<file path="src/rtl/score_pkg.sv">
// ---------------------------------------------------------------------------
// score_pkg
// Shared types and helpers for the BCD score bank.
//   BCD_W / BCD_MAX : width and largest legal value of one decimal digit
//   MAX_DIGITS      : widest counter the bank supports (sizes dec_to_bcd)
//   score_state_t   : game FSM states
//   dec_to_bcd()    : integer -> packed BCD, units digit in the low nibble
// ---------------------------------------------------------------------------
package score_pkg;

    localparam int              BCD_W      = 4;
    localparam logic [BCD_W-1:0] BCD_MAX   = 4'd9;
    localparam int              MAX_DIGITS = 4;

    typedef enum logic {
        PLAY = 1'b0,
        OVER = 1'b1
    } score_state_t;

    // Used at elaboration to turn the decimal win threshold into the same
    // packed form the digit chains produce, so the compare is a plain equality.
    function automatic logic [MAX_DIGITS*BCD_W-1:0] dec_to_bcd(input int value);
        logic [MAX_DIGITS*BCD_W-1:0] r;
        int v;
        r = '0;
        v = value;
        for (int d = 0; d < MAX_DIGITS; d++) begin
            r[d*BCD_W +: BCD_W] = BCD_W'(v % 10);
            v = v / 10;
        end
        return r;
    endfunction

endpackage

</file>
<file path="src/rtl/bcd_chain_counter.sv">
// ---------------------------------------------------------------------------
// bcd_chain_counter
// One player's NUM_DIGITS-digit decimal counter with ripple carry.
//   clk, d_clr  : clock, async active-high clear
//   clr         : synchronous clear, wins over inc
//   inc         : add one this cycle
//   saturate    : 1 = hold at all-nines, 0 = wrap to zero
//   value       : registered packed BCD, digit 0 = units
//   value_nxt   : what value would become if inc were taken this cycle
// ---------------------------------------------------------------------------
module bcd_chain_counter
    import score_pkg::*;
#(
    parameter int NUM_DIGITS = 2
) (
    input  logic                        clk,
    input  logic                        d_clr,
    input  logic                        clr,
    input  logic                        inc,
    input  logic                        saturate,
    output logic [NUM_DIGITS*BCD_W-1:0] value,
    output logic [NUM_DIGITS*BCD_W-1:0] value_nxt
);

    logic [NUM_DIGITS*BCD_W-1:0] value_q;
    logic                        carry;

    // A digit rolls to zero when it is at (or, defensively, above) nine, so
    // no digit can ever leave the 0..9 range even from a corrupted state.
    always_comb begin
        value_nxt = value_q;
        carry     = 1'b1;
        for (int d = 0; d < NUM_DIGITS; d++) begin
            if (carry) begin
                if (value_q[d*BCD_W +: BCD_W] >= BCD_MAX) begin
                    value_nxt[d*BCD_W +: BCD_W] = '0;
                end else begin
                    value_nxt[d*BCD_W +: BCD_W] = value_q[d*BCD_W +: BCD_W] + 1'b1;
                    carry = 1'b0;
                end
            end
        end
        // Carry out of the top digit means we were at max score.
        if (carry && saturate) begin
            value_nxt = {NUM_DIGITS{BCD_MAX}};
        end
    end

    always_ff @(posedge clk or posedge d_clr) begin
        if (d_clr) begin
            value_q <= '0;
        end else if (clr) begin
            value_q <= '0;
        end else if (inc) begin
            value_q <= value_nxt;
        end
    end

    assign value = value_q;

endmodule

</file>
<file path="src/rtl/bcd_score_bank.sv">
// ---------------------------------------------------------------------------
// bcd_score_bank
// Multi-player BCD score bank: synchronises raw point requests, detects
// rising edges, counts per player in BCD and flags the winning score.
//
// Build option: define SCORE_DEBOUNCE_EN to put a DEBOUNCE_CYCLES-long
// debouncer after the synchroniser in every channel.
//
// Ports:
//   clk        system clock
//   d_clr      async active-high clear of all state
//   inc        raw async point request per player (rising edge = +1)
//   restart    synchronous clear of scores and win state
//   score      packed BCD, player p digit d at [(p*NUM_DIGITS+d)*4 +: 4]
//   game_over  high while in OVER
//   winner     players whose score hit WIN_SCORE (multi-hot on a tie)
//   inc_pulse  one-cycle strobe per accepted increment
//
// state | meaning
// ------+------------------------------------------------------------
// PLAY  | counting accepted edges, watching for WIN_SCORE
// OVER  | someone won; edges ignored, score/winner frozen until restart
// ---------------------------------------------------------------------------
module bcd_score_bank
    import score_pkg::*;
#(
    parameter int NUM_PLAYERS     = 2,
    parameter int NUM_DIGITS      = 2,
    parameter int WIN_SCORE       = 11,
    parameter int SATURATE        = 0,
    parameter int DEBOUNCE_CYCLES = 250000
) (
    input  logic                                  clk,
    input  logic                                  d_clr,
    input  logic [NUM_PLAYERS-1:0]                inc,
    input  logic                                  restart,
    output logic [NUM_PLAYERS*NUM_DIGITS*BCD_W-1:0] score,
    output logic                                  game_over,
    output logic [NUM_PLAYERS-1:0]                winner,
    output logic [NUM_PLAYERS-1:0]                inc_pulse
);

    localparam int  CW     = NUM_DIGITS * BCD_W;
    localparam logic [MAX_DIGITS*BCD_W-1:0] WIN_BCD_ALL = dec_to_bcd(WIN_SCORE);
    localparam logic [CW-1:0] WIN_BCD = WIN_BCD_ALL[CW-1:0];
    localparam bit  WIN_EN = (WIN_SCORE != 0);
    localparam bit  SAT_EN = (SATURATE != 0);

    // Configuration sanity; checked in both builds so toggling the
    // debounce option never exposes a latent bad value.
    if (NUM_PLAYERS < 1 || NUM_PLAYERS > 8) begin : g_bad_players
        $error("bcd_score_bank: NUM_PLAYERS out of range");
    end
    if (NUM_DIGITS < 1 || NUM_DIGITS > MAX_DIGITS) begin : g_bad_digits
        $error("bcd_score_bank: NUM_DIGITS out of range");
    end
    if (WIN_SCORE < 0 || WIN_SCORE > (10 ** NUM_DIGITS) - 1) begin : g_bad_win
        $error("bcd_score_bank: WIN_SCORE exceeds max score");
    end
    if (DEBOUNCE_CYCLES < 1) begin : g_bad_db
        $error("bcd_score_bank: DEBOUNCE_CYCLES must be at least 1");
    end

    logic [NUM_PLAYERS-1:0] s1, s2, s3;
    logic [NUM_PLAYERS-1:0] lvl;
    logic [NUM_PLAYERS-1:0] rise;
    logic [NUM_PLAYERS-1:0] accept;
    logic [NUM_PLAYERS-1:0] win_hit;
    logic [CW-1:0]          cnt_nxt [NUM_PLAYERS];
    score_state_t           state;

    // restart deliberately leaves the input path alone so a press that is
    // already in flight is still seen once play resumes.
    always_ff @(posedge clk or posedge d_clr) begin
        if (d_clr) begin
            s1 <= '0;
            s2 <= '0;
        end else begin
            s1 <= inc;
            s2 <= s1;
        end
    end

`ifdef SCORE_DEBOUNCE_EN
    localparam int DB_W = $clog2(DEBOUNCE_CYCLES + 1);
    localparam logic [DB_W-1:0] DB_LOAD = DB_W'(DEBOUNCE_CYCLES - 1);

    for (genvar p = 0; p < NUM_PLAYERS; p++) begin : g_db
        logic [DB_W-1:0] timer;

        // Down-counter restarts whenever the synchronised input agrees with
        // the filtered level; reaching zero while they still disagree means
        // the new level has held for DEBOUNCE_CYCLES cycles.
        always_ff @(posedge clk or posedge d_clr) begin
            if (d_clr) begin
                timer  <= '0;
                lvl[p] <= 1'b0;
            end else if (s2[p] == lvl[p]) begin
                timer  <= DB_LOAD;
            end else if (timer == '0) begin
                lvl[p] <= s2[p];
                timer  <= DB_LOAD;
            end else begin
                timer  <= timer - 1'b1;
            end
        end
    end
`else
    assign lvl = s2;
`endif

    always_ff @(posedge clk or posedge d_clr) begin
        if (d_clr) begin
            s3 <= '0;
        end else begin
            s3 <= lvl;
        end
    end

    assign rise   = lvl & ~s3;
    assign accept = rise & {NUM_PLAYERS{state == PLAY}};

    for (genvar p = 0; p < NUM_PLAYERS; p++) begin : g_ch
        bcd_chain_counter #(
            .NUM_DIGITS (NUM_DIGITS)
        ) u_cnt (
            .clk       (clk),
            .d_clr     (d_clr),
            .clr       (restart),
            .inc       (accept[p]),
            .saturate  (SAT_EN),
            .value     (score[p*CW +: CW]),
            .value_nxt (cnt_nxt[p])
        );
    end

    always_comb begin
        win_hit = '0;
        for (int p = 0; p < NUM_PLAYERS; p++) begin
            win_hit[p] = WIN_EN && accept[p] && (cnt_nxt[p] == WIN_BCD);
        end
    end

    always_ff @(posedge clk or posedge d_clr) begin
        if (d_clr) begin
            state     <= PLAY;
            game_over <= 1'b0;
            winner    <= '0;
            inc_pulse <= '0;
        end else if (restart) begin
            state     <= PLAY;
            game_over <= 1'b0;
            winner    <= '0;
            inc_pulse <= '0;
        end else begin
            case (state)
                PLAY: begin
                    inc_pulse <= accept;
                    if (|win_hit) begin
                        state     <= OVER;
                        game_over <= 1'b1;
                        winner    <= win_hit;
                    end
                end
                OVER: begin
                    inc_pulse <= '0;
                end
                default: begin
                    state     <= PLAY;
                    inc_pulse <= '0;
                end
            endcase
        end
    end

endmodule

</file>
<file path="config.mk">
export PLATFORM = sky130hd
export DESIGN_NAME = bcd_score_bank
export DESIGN_NICKNAME = d
export VERILOG_FILES = /design/src/rtl/score_pkg.sv /design/src/rtl/bcd_chain_counter.sv /design/src/rtl/bcd_score_bank.sv
export SDC_FILE = /design/constraint.sdc
export NUM_CORES = 1
export LEC_CHECK = 0
export ABC_CLOCK_PERIOD_IN_PS = 2300
export BUFFER_PORTS_ARGS = -buffer_cell sky130_fd_sc_hd__buf_2
export CORE_UTILIZATION = 54
export CTS_CLUSTER_DIAMETER = 150
export DETAILED_ROUTE_END_ITERATION = 10
export GPL_TIMING_DRIVEN = 0
export HOLD_SLACK_MARGIN = 0.08
export PLACE_DENSITY = 0.77
export SYNTH_ARGS = -nofsm -noshare
export SYNTH_HDL_FRONTEND = slang
export SYNTH_SLANG_ARGS = --single-unit
</file>
<file path="constraint.sdc">
create_clock -name clk -period 2.3 [get_ports clk]
set_input_delay 0.115 -clock clk [delete_from_list [all_inputs] [get_ports clk]]
set_output_delay 0.115 -clock clk [all_outputs]
set_load 0.005 [all_outputs]
</file>
==> impl_metrics.json <==
{
  "cp_slowest_cell": "or4_4",
  "crit_chain": "inv_1 > ha_1 > or3b_1 > buf_2 > and2_4 > or4_4 > a31oi_1",
  "dpl.hpwl_um": 2170,
  "worstRegToRegCells": 7,
  "max_clock_freq_mhz": 455,
  "areaGrowthSynthToFinish_pct": 16.7,
  "drcViolationCount": 0,
  "drive_gt1_share_pct": 21.4,
  "whs_ns": 0.368,
  "worstPathMaxFanout": 7,
  "end_kind": "flip-flop",
  "die_w_um": 54.0,
  "yosysSeqAreaShare_pct": 47.9,
  "place_area_mm2": 0.00163,
  "fin_ws_ns": 0.100,
  "synth_top_area_cell": "dfrtp_1",
  "crit_arrival_ns": 2.46,
  "synth_fa_ha_area_share_pct": 10.3,
  "final_util_pct": 67.7,
  "worstPathRequired_ns": 2.56,
  "die-height_um": 54.0,
  "drt-total-wl_um": 2950,
  "slew_headroom_pct": 33.4,
  "port_buffers": 25,
  "setup_violations": 0,
  "cts_root_buf": "clkbuf_4",
  "start_util_pct": 58.0,
  "synth.distinct_cells": 32,
  "ant_nets": 0,
  "row_count": 18,
  "grt_usage_pct": 22.6,
  "hp-class": "reg2reg",
  "clock_latency_ns": 0.33,
  "grt_max_degree": 29,
  "p_per_area_mw_per_mm2": 500,
  "num_vias": 1217,
  "grt_pass1_vias": 1138,
  "cts_buffer_depth": 2,
  "synth_top_family_by_area": "simple AND/OR/NAND/NOR gates",
  "cts_tree": "built",
  "hold_violations": 0,
  "dp_worst_setup_slack_ns": 0.180,
  "die_area_mm2": 0.00292,
  "drt-pass1-iter-count": 4,
  "dr.first_iter.drc_count": 36,
  "path_class": "reg2reg",
  "drv_slew": 0,
  "nFillCells": 213,
  "gp_congestion": 0.812,
  "status": "finished clean",
  "diodes": 0,
  "synth_mux_area_share_pct": 0.684,
  "max-vdd-ir-drop_uv": 444,
  "min_path_cells": 0,
  "syn_inst": 149,
  "yosysWarnings": 0,
  "seq_area_um2": 701,
  "async_reset_ff_share_pct": 100,
  "grt.overflow.total": 0,
  "ys.flop_type": "dfrtp_1",
  "yosys-top-cells-area": "dfrtp_1, ha_1, a21oi_1, inv_1, or3b_2",
  "antenna_found_initial": 0,
  "synth_compound_area_share_pct": 13.3,
  "grt_pass1_wl_um": 4700,
  "synth.ff_latch_count": 28,
  "p_leak_nw": 0.796,
  "nNetsFinal": 200,
  "start_kind": "flip-flop",
  "worst_pin_slew_ns": 0.998,
  "syn-num-nets": 166,
  "wire_per_inst_um": 13.9,
  "syn_area_mm2": 0.00146,
  "rsz0062_at_grt": "no",
  "finalCritPeriodShare_pct": 95.7,
  "multiInputGateArea_um2": 702,
  "synth-edff-count": 0,
  "tns_ns": 0,
  "fin_crit_ns": 2.20,
  "clkTransAtPathRegs_ns": 0.15,
  "via_per_inst": 5.74,
  "h-tree-depth": 1,
  "boundaryPins": 26,
  "fin_worst_skew_ns": 0.00632,
  "r2r_setup_slack_ns": 0.10,
  "cts_buffers": 3,
  "stdcell_area_mm2": 0.00171,
  "fp.coreArea_mm2": 0.00252,
  "clock_sinks": 28,
  "yosys.area_share.simple_pct": 21.6,
  "synth_top_area_share_pct": 47.9,
  "synth_xor_area_share_pct": 1.80,
  "cp_slowest_stage_delay_ns": 0.53,
  "syn-mean-instance-area_um2": 9.82,
  "max_cap_violations": 0
}
-- cells in the mapped netlist, types with 2 or more instances --
cell,instances
dfrtp_1,28
o21ai_0,7
or3b_2,5
nand3b_1,2
ha_1,12
a31oi_1,2
nand3_1,6
nand4_1,4
nand4b_1,3
nand2_1,8
nor2_1,11
inv_1,13
nor2b_1,3
nor3_1,4
nor3b_1,3
xnor2_1,3
clkbuf_1,3
a21oi_1,18
-- layout by cell type, fill, tap and decap left out, types with 2 or more instances in the layout --
cell	instances
clkbuf_1	3
or3b_2	5
clkbuf_4	3
xnor2_1	3
dfrtp_1	28
nand4b_1	3
nand3b_1	2
nand2_1	8
o21ai_0	7
a31oi_1	2
nor2_1	11
dlygate4sd3_1	4
a21oi_1	18
nand3_1	6
nor3b_1	2
nor3_1	4
nor2b_1	3
nand4_1	4
buf_2	26
inv_1	13
ha_1	12
-- layout make-up --
cell class	instances	share of cell area [%]
Buffer	4	0.953
Tap cell	30	2.20
Multi-Input combinational cell	104	41.1
Clock buffer	4	2.13
Inverter	13	2.86
Timing Repair Buffer	29	9.68
Sequential cell	28	41.1
-- path summary, 6_finish.rpt --
check                                             from                     end
worst max-delay path            g_ch[1].u_cnt.value[0]                   state
worst min-delay path                             s1[0]                  lvl[0]
worst max register to register  g_ch[1].u_cnt.value[0]                   state
worst min register to register                   s1[0]                  lvl[0]
max in group asynchronous                        d_clr  g_ch[0].u_cnt.value[7]
min in group asynchronous                        d_clr                   s1[1]
-- per-layer routing --
metal	part of all wire, %	vias up	global-route usage, %
met4	1.5	0	10.7
met1	49	582	29.6
met2	47	31	36.0
li1	-	597	-
met5	0	-	0
met3	3.2	7	3.95
-- power by group --
group          leakage [nW]   total, W  switching, W  internal, W
clock network        0.0210   0.000240      0.000143    0.0000970
logic                 0.401  0.0000944     0.0000557    0.0000387
registers             0.374   0.000518     0.0000132     0.000505
total                 0.796   0.000853      0.000212     0.000641
-- cell families after synthesis --
logic type	after synthesis
adders and majority gates	12
and+or+nand+nor	54
xor gates and xnor gates	3
buffers and inverters	17
DFF	28
AOI/OAI and AO/OA	34
muxes	1
-- state kept, by name, indices dropped and copies added (netlist names) --
register / flops
g_ch.u_cnt.value: 16
game_over: 1
inc_pulse: 2
lvl: 2
s1: 2
s3: 2
state: 1
winner: 2
-- critical path: cells and delay by family, from the launching register on --
family | cells | cell delay, ns
buffers and inverters | 2 | 0.30
adder cells (fa/ha/maj) | 1 | 0.14
flip-flops | 1 | 0.47
AND/OR/NAND/NOR | 3 | 1.02
AO/OA/AOI/OAI | 1 | 0.20
-- through the flow --
stage          instances  power (W)
2_1_floorplan        149   0.000587
3_3_place_gp         204   0.000613
3_5_place_dp         204   0.000616
4_1_cts              212   0.000859
5_1_grt              212   0.000892
6_report             212   0.000853
-- repair_timing --
action	in CTS	in global routing
buffers inserted	0	0
gates resized for setup	0	1
hold buffers	4	0
setup endpoints to repair	0	3
endpoints found under the hold margin	32	0
(Power assumes the default switching activity.)
